--- config.mk ---
export PLATFORM = sky130hd
export DESIGN_NAME = uart_tx_ser_flat
export DESIGN_NICKNAME = d
export VERILOG_FILES = /design/src/rtl/uart_tx_ser_if.sv /design/src/rtl/uart_tx_ser.sv /design/src/flat_wrapper.sv
export SDC_FILE = /design/constraint.sdc
export NUM_CORES = 1
export LEC_CHECK = 0
export ABC_AREA = 1
export ABC_CLOCK_PERIOD_IN_PS = 3800
export BUFFER_PORTS_ARGS = -buffer_cell sky130_fd_sc_hd__buf_2
export CAP_MARGIN = 20
export CORE_MARGIN = 5
export CORE_UTILIZATION = 40
export CTS_BUF_LIST = sky130_fd_sc_hd__clkbuf_4
export CTS_CLUSTER_DIAMETER = 30
export DETAILED_ROUTE_END_ITERATION = 6
export GPL_ROUTABILITY_DRIVEN = 0
export PLACE_DENSITY = 0.64
export SYNTH_ARGS = -nofsm -noshare
export SYNTH_HDL_FRONTEND = slang
export SYNTH_SLANG_ARGS = --single-unit
--- constraint.sdc ---
create_clock -name clk -period 3.8 [get_ports clk]
set_clock_uncertainty 0.05 [all_clocks]
set_input_delay 0.19 -clock clk [delete_from_list [all_inputs] [get_ports clk]]
set_output_delay 0.19 -clock clk [all_outputs]
set_load 0.005 [all_outputs]
--- src/rtl/uart_tx_ser_if.sv ---
// Byte-transmit interface between user logic and the 8N1 serialiser.
// A byte moves when tx_valid && tx_ready on a clk edge; tx_data only matters on that edge.
interface uart_tx_ser_if;
  logic [7:0] tx_data;
  logic       tx_valid;
  logic       tx_ready;
  logic       tx_busy;
  logic       tx_done;
  logic       uart_tx;

  modport master (
    output tx_data, tx_valid,
    input  tx_ready, tx_busy, tx_done, uart_tx
  );

  modport slave (
    input  tx_data, tx_valid,
    output tx_ready, tx_busy, tx_done, uart_tx
  );
endinterface

--- src/rtl/uart_tx_ser.sv ---
// 8N1 UART transmitter, LSB first, all outputs registered.
// Define UART_TX_PARITY_EN to insert an even-parity bit between data and stop.
module uart_tx_ser #(
  parameter int BAUDRATE_CNT = 234
) (
  input  logic             clk,
  input  logic             rst,
  uart_tx_ser_if.slave     bus,
  output logic [2:0]       dbg_state_o
);

  localparam int BAUD_W = (BAUDRATE_CNT > 1) ? $clog2(BAUDRATE_CNT) : 1;
  localparam logic [BAUD_W-1:0] BAUD_LAST = BAUD_W'(BAUDRATE_CNT - 1);

  typedef enum logic [2:0] {
    S_IDLE  = 3'd0,
    S_START = 3'd1,
    S_DATA  = 3'd2,
    S_STOP  = 3'd3
`ifdef UART_TX_PARITY_EN
    , S_PARITY = 3'd4
`endif
  } state_t;

  state_t            state_q, state_d;
  logic [BAUD_W-1:0] baud_q, baud_d;
  logic [2:0]        bit_q, bit_d;
  logic [7:0]        shreg_q, shreg_d;
  logic              tx_q, tx_d;
  logic              ready_q, ready_d;
  logic              busy_q, busy_d;
  logic              done_q, done_d;
`ifdef UART_TX_PARITY_EN
  logic              par_q, par_d;
`endif

  logic baud_end;
  assign baud_end = (baud_q == BAUD_LAST);

  always_ff @(posedge clk or posedge rst) begin
    if (rst) begin
      state_q <= S_IDLE;
      baud_q  <= '0;
      bit_q   <= '0;
      shreg_q <= '0;
      tx_q    <= 1'b1;
      ready_q <= 1'b1;
      busy_q  <= 1'b0;
      done_q  <= 1'b0;
`ifdef UART_TX_PARITY_EN
      par_q   <= 1'b0;
`endif
    end else begin
      state_q <= state_d;
      baud_q  <= baud_d;
      bit_q   <= bit_d;
      shreg_q <= shreg_d;
      tx_q    <= tx_d;
      ready_q <= ready_d;
      busy_q  <= busy_d;
      done_q  <= done_d;
`ifdef UART_TX_PARITY_EN
      par_q   <= par_d;
`endif
    end
  end

  always_comb begin
    state_d = state_q;
    baud_d  = baud_end ? '0 : baud_q + 1'b1;
    bit_d   = bit_q;
    shreg_d = shreg_q;
    tx_d    = tx_q;
    ready_d = ready_q;
    busy_d  = busy_q;
    done_d  = 1'b0;
`ifdef UART_TX_PARITY_EN
    par_d   = par_q;
`endif

    case (state_q)
      S_IDLE: begin
        baud_d = '0;
        if (bus.tx_valid && ready_q) begin
          state_d = S_START;
          shreg_d = bus.tx_data;
          tx_d    = 1'b0;
          ready_d = 1'b0;
          busy_d  = 1'b1;
`ifdef UART_TX_PARITY_EN
          par_d   = ^bus.tx_data;
`endif
        end
      end
      S_START: begin
        if (baud_end) begin
          state_d = S_DATA;
          bit_d   = 3'd0;
          tx_d    = shreg_q[0];
          shreg_d = {1'b0, shreg_q[7:1]};
        end
      end
      S_DATA: begin
        if (baud_end) begin
          if (bit_q == 3'd7) begin
`ifdef UART_TX_PARITY_EN
            state_d = S_PARITY;
            tx_d    = par_q;
`else
            state_d = S_STOP;
            tx_d    = 1'b1;
`endif
          end else begin
            bit_d   = bit_q + 3'd1;
            tx_d    = shreg_q[0];
            shreg_d = {1'b0, shreg_q[7:1]};
          end
        end
      end
`ifdef UART_TX_PARITY_EN
      S_PARITY: begin
        if (baud_end) begin
          state_d = S_STOP;
          tx_d    = 1'b1;
        end
      end
`endif
      S_STOP: begin
        if (baud_end) begin
          state_d = S_IDLE;
          tx_d    = 1'b1;
          done_d  = 1'b1;
          busy_d  = 1'b0;
          ready_d = 1'b1;
        end
      end
      default: begin
        // Unreachable encodings fall back to a clean idle line.
        state_d = S_IDLE;
        baud_d  = '0;
        tx_d    = 1'b1;
        ready_d = 1'b1;
        busy_d  = 1'b0;
      end
    endcase
  end

  assign bus.uart_tx  = tx_q;
  assign bus.tx_ready = ready_q;
  assign bus.tx_busy  = busy_q;
  assign bus.tx_done  = done_q;
  assign dbg_state_o  = state_q;

endmodule

--- src/flat_wrapper.sv ---
// flat-port wrapper written by rule: the top's interface ports become plain ports
module uart_tx_ser_flat 
#(
  parameter int BAUDRATE_CNT = 234
)
  (clk, rst, dbg_state_o, bus_tx_data, bus_tx_valid, bus_tx_ready, bus_tx_busy, bus_tx_done, bus_uart_tx);
  uart_tx_ser_if bus_i ();
  input  logic clk;
  input  logic rst;
  output logic [2:0] dbg_state_o;
  input wire logic [$bits(bus_i.tx_data)-1:0] bus_tx_data;
  input wire logic [$bits(bus_i.tx_valid)-1:0] bus_tx_valid;
  output wire logic [$bits(bus_i.tx_ready)-1:0] bus_tx_ready;
  output wire logic [$bits(bus_i.tx_busy)-1:0] bus_tx_busy;
  output wire logic [$bits(bus_i.tx_done)-1:0] bus_tx_done;
  output wire logic [$bits(bus_i.uart_tx)-1:0] bus_uart_tx;
  assign bus_i.tx_data = bus_tx_data;
  assign bus_i.tx_valid = bus_tx_valid;
  assign bus_tx_ready = bus_i.tx_ready;
  assign bus_tx_busy = bus_i.tx_busy;
  assign bus_tx_done = bus_i.tx_done;
  assign bus_uart_tx = bus_i.uart_tx;
  uart_tx_ser #(.BAUDRATE_CNT(BAUDRATE_CNT)) u_core (.clk(clk), .rst(rst), .bus(bus_i), .dbg_state_o(dbg_state_o));
endmodule
==> flow_metrics.py <==
metrics = {
    "detailed_routing": {
        "dr.pass1.iters": 4,
        "drt_iter0_markers": 26,
        "vias_per_cell": 4.69,
        "route.detailed.drc": 0,
        "detail_route.wl_per_cell_um": 11.6,
        "wl_mm": 2.47,
        "ant_nets": 0,
        "vias": 995,
    },
    "timing": {
        "relSlewSlack": 0.376,
        "fmax_mhz": 540,
        "period_needed_ns": 1.85,
        "setup_viol": 0,
        "fin_setup_tns_ns": 0,
        "tightestPinTransition_ns": 0.935,
        "hold_viol_final": 0,
        "rsz0062_at_grt": "false",
        "maxSlewViolCount": 0,
        "fin_crit_sh": 0.487,
    },
    "critical_path": {
        "path_cells": "inv_1 -> ha_1 -> a21oi_1 -> nand3_4 -> nand2_1 -> o21ai_2",
        "cpLargestDelayFamily": "flip-flops",
        "cp_num_buf_inv": 1,
        "end_kind": "register",
        "worstPathArrival_ns": 2.02,
        "cp-startpoint": "u_core.dbg_state_o[0]",
        "r2r_start": "u_core.dbg_state_o[0]",
        "cp-start-kind": "register",
        "cp_max_fo": 16,
        "cpMaxStageDelayCell": "dfrtp_1",
        "crit_type": "reg -> reg",
        "required_ns": 3.97,
        "slowest_delay_ns": 0.47,
    },
    "run_status": {
        "status": "complete, no violations",
    },
    "global_routing": {
        "grt_max_degree": 26,
        "grt_pass1_vias": 1078,
        "grt_use_total": 0.125,
        "grt_antenna_before_repair": 0,
        "grt_remaining_overflow": 0,
        "grt_pass1_wl_mm": 4.45,
    },
    "final_layout": {
        "antenna_cells": 0,
        "layout_common_cells": "nand2_1 (34), dfrtp_1 (23), buf_2 (16), nor2_1 (13), inv_1 (12)",
        "layout-drive-gt1-share": 0.265,
        "nets": 188,
        "synthToLayoutAreaGrowth_pct": 10.4,
        "final_common_cell": "nand2_1",
        "fin_cells": 212,
    },
    "logic_synthesis": {
        "synthesis.nets": 170,
        "synth_area_um2": 1390,
        "yosysWarnings": 0,
        "syn_area_per_cell_um2": 9.32,
        "ys_ff_latch": 25,
        "synthCells": 149,
        "ys_types": 28,
        "seq_area_frac_synth": 0.452,
    },
    "clock_network": {
        "clk_latency_ns": 0.32,
        "cts_buffers": 3,
        "cts_root_buffer": "clkbuf_4",
        "cts-resized-gates": 0,
        "cts.htree.levels": 1,
        "cts.sinks": 25,
        "postCtsSetupBuffers": 0,
        "clk_pin_slew_ns": 0.13,
        "cts_tree": "built",
        "cts_buffer_depth": 2,
        "ctsHoldBuffers": 0,
    },
    "placed_design": {
        "portBuffers": 16,
        "dp_hpwl_mm": 1.94,
        "dp_cells": 208,
    },
    "floorplanning": {
        "die_w_um": 68.9,
        "rows": 21,
        "die_area_um2": 4750,
        "start_util": 0.416,
        "core_um2": 3340,
        "fp.dieH_um": 68.9,
        "io_pins": 18,
    },
    "power_and_ir_drop": {
        "power.leakage_nw": 0.735,
        "ir_drop_v": 0.000172,
        "pwr_density_cell_nw_per_um2": 265,
    },
    "job": {
        "cap_violations": 0,
    },
    "hold_path": {
        "hold_path_class": "in -> async",
    },
}
## worst paths after layout
check	end	slack (ns)	depth (start not counted)
setup / recovery	u_core.shreg_q[3]	1.95	6
hold / removal	u_core.baud_q[4]	0.005	2
setup reg to reg	u_core.shreg_q[3]	1.95	6
hold reg to reg	u_core.bus.uart_tx	0.44	2
max in group asynchronous	u_core.shreg_q[7]	3.13	2
min in group clk	u_core.shreg_q[7]	0.07	3
## worst register-to-register path: cells and delay by family, from the launching register on
family | cells | cell delay (ns)
flops | 1 | 0.47
simple gates | 2 | 0.41
compound gates | 2 | 0.41
fa+ha+maj | 1 | 0.29
buf+inv | 1 | 0.11
## cells in the mapped netlist (all sizes together)
library cell	n	share of area
nand2	41	0.13
dfrtp	23	0.41
nor2	15	0.051
inv	13	0.035
o21ai	13	0.068
ha	10	0.090
nand3	8	0.038
mux2i	7	0.050
a21oi	4	0.014
buf	3	0.017
dfstp	2	0.038
nand4	2	0.0090
or2	2	0.011
a21boi	1	0.0081
conb	1	0.0027
nor3	1	0.0036
nor3b	1	0.0054
xnor2	1	0.0063
xor2	1	0.0063
## flip-flops by register name, summed over array words and instances (netlist names)
register,flops
u_core.bus.uart_tx,1
u_core.bit_q,3
u_core.bus.tx_ready,1
u_core.shreg_q,8
u_core.baud_q,8
u_core.bus.tx_busy,1
u_core.dbg_state_o,2
u_core.bus.tx_done,1
## metrics by stage
step,worst slack [ns],utilization,hold slack (ns),power (mW),area [um^2]
after CTS,1.91,0.459,0.0437,0.413,1530
after floorplan,2.16,-,0.166,0.279,1390
after global placement,2.07,0.450,0.386,0.285,1500
final,1.95,0.459,0.00504,0.407,1530
after global routing,1.79,0.459,0.0500,0.427,1530
after detailed placement,1.98,0.450,0.406,0.285,1500
## per-layer routing
layer	track usage	up-vias	routed length, um
met5	0	-	0
li1	-	513	-
met3	0.0292	5	95
met1	0.138	460	1090
met4	0.0560	0	44
met2	0.226	17	1230
## final cells by class
cell class / instances / area (um^2)
clock buffers: 4 / 30.0
fillers: 349 / 1800
inverters: 13 / 48.8
multi-input cells: 108 / 688
flip-flops and latches: 25 / 628
well taps: 46 / 57.6
repair buffers: 16 / 80.1
## cells by family after synthesis
family                   Yosys count  share of synthesized area
flip-flops                        25                      0.452
buffers and inverters             16                     0.0522
multiplexers                       7                     0.0505
XOR/XNOR                           2                     0.0126
AO/OA/AOI/OAI                     18                     0.0910
other                              1                    0.00270
adder cells (fa/ha/maj)           10                     0.0901
AND/OR/NAND/NOR                   70                      0.249
## power breakdown
group / internal, mW / switching, mW
combinational: 0.00494 / 0.00855
sequential: 0.266 / 0
clock: 0.0482 / 0.0788
No activity file was read; power rests on OpenSTA's default activity.
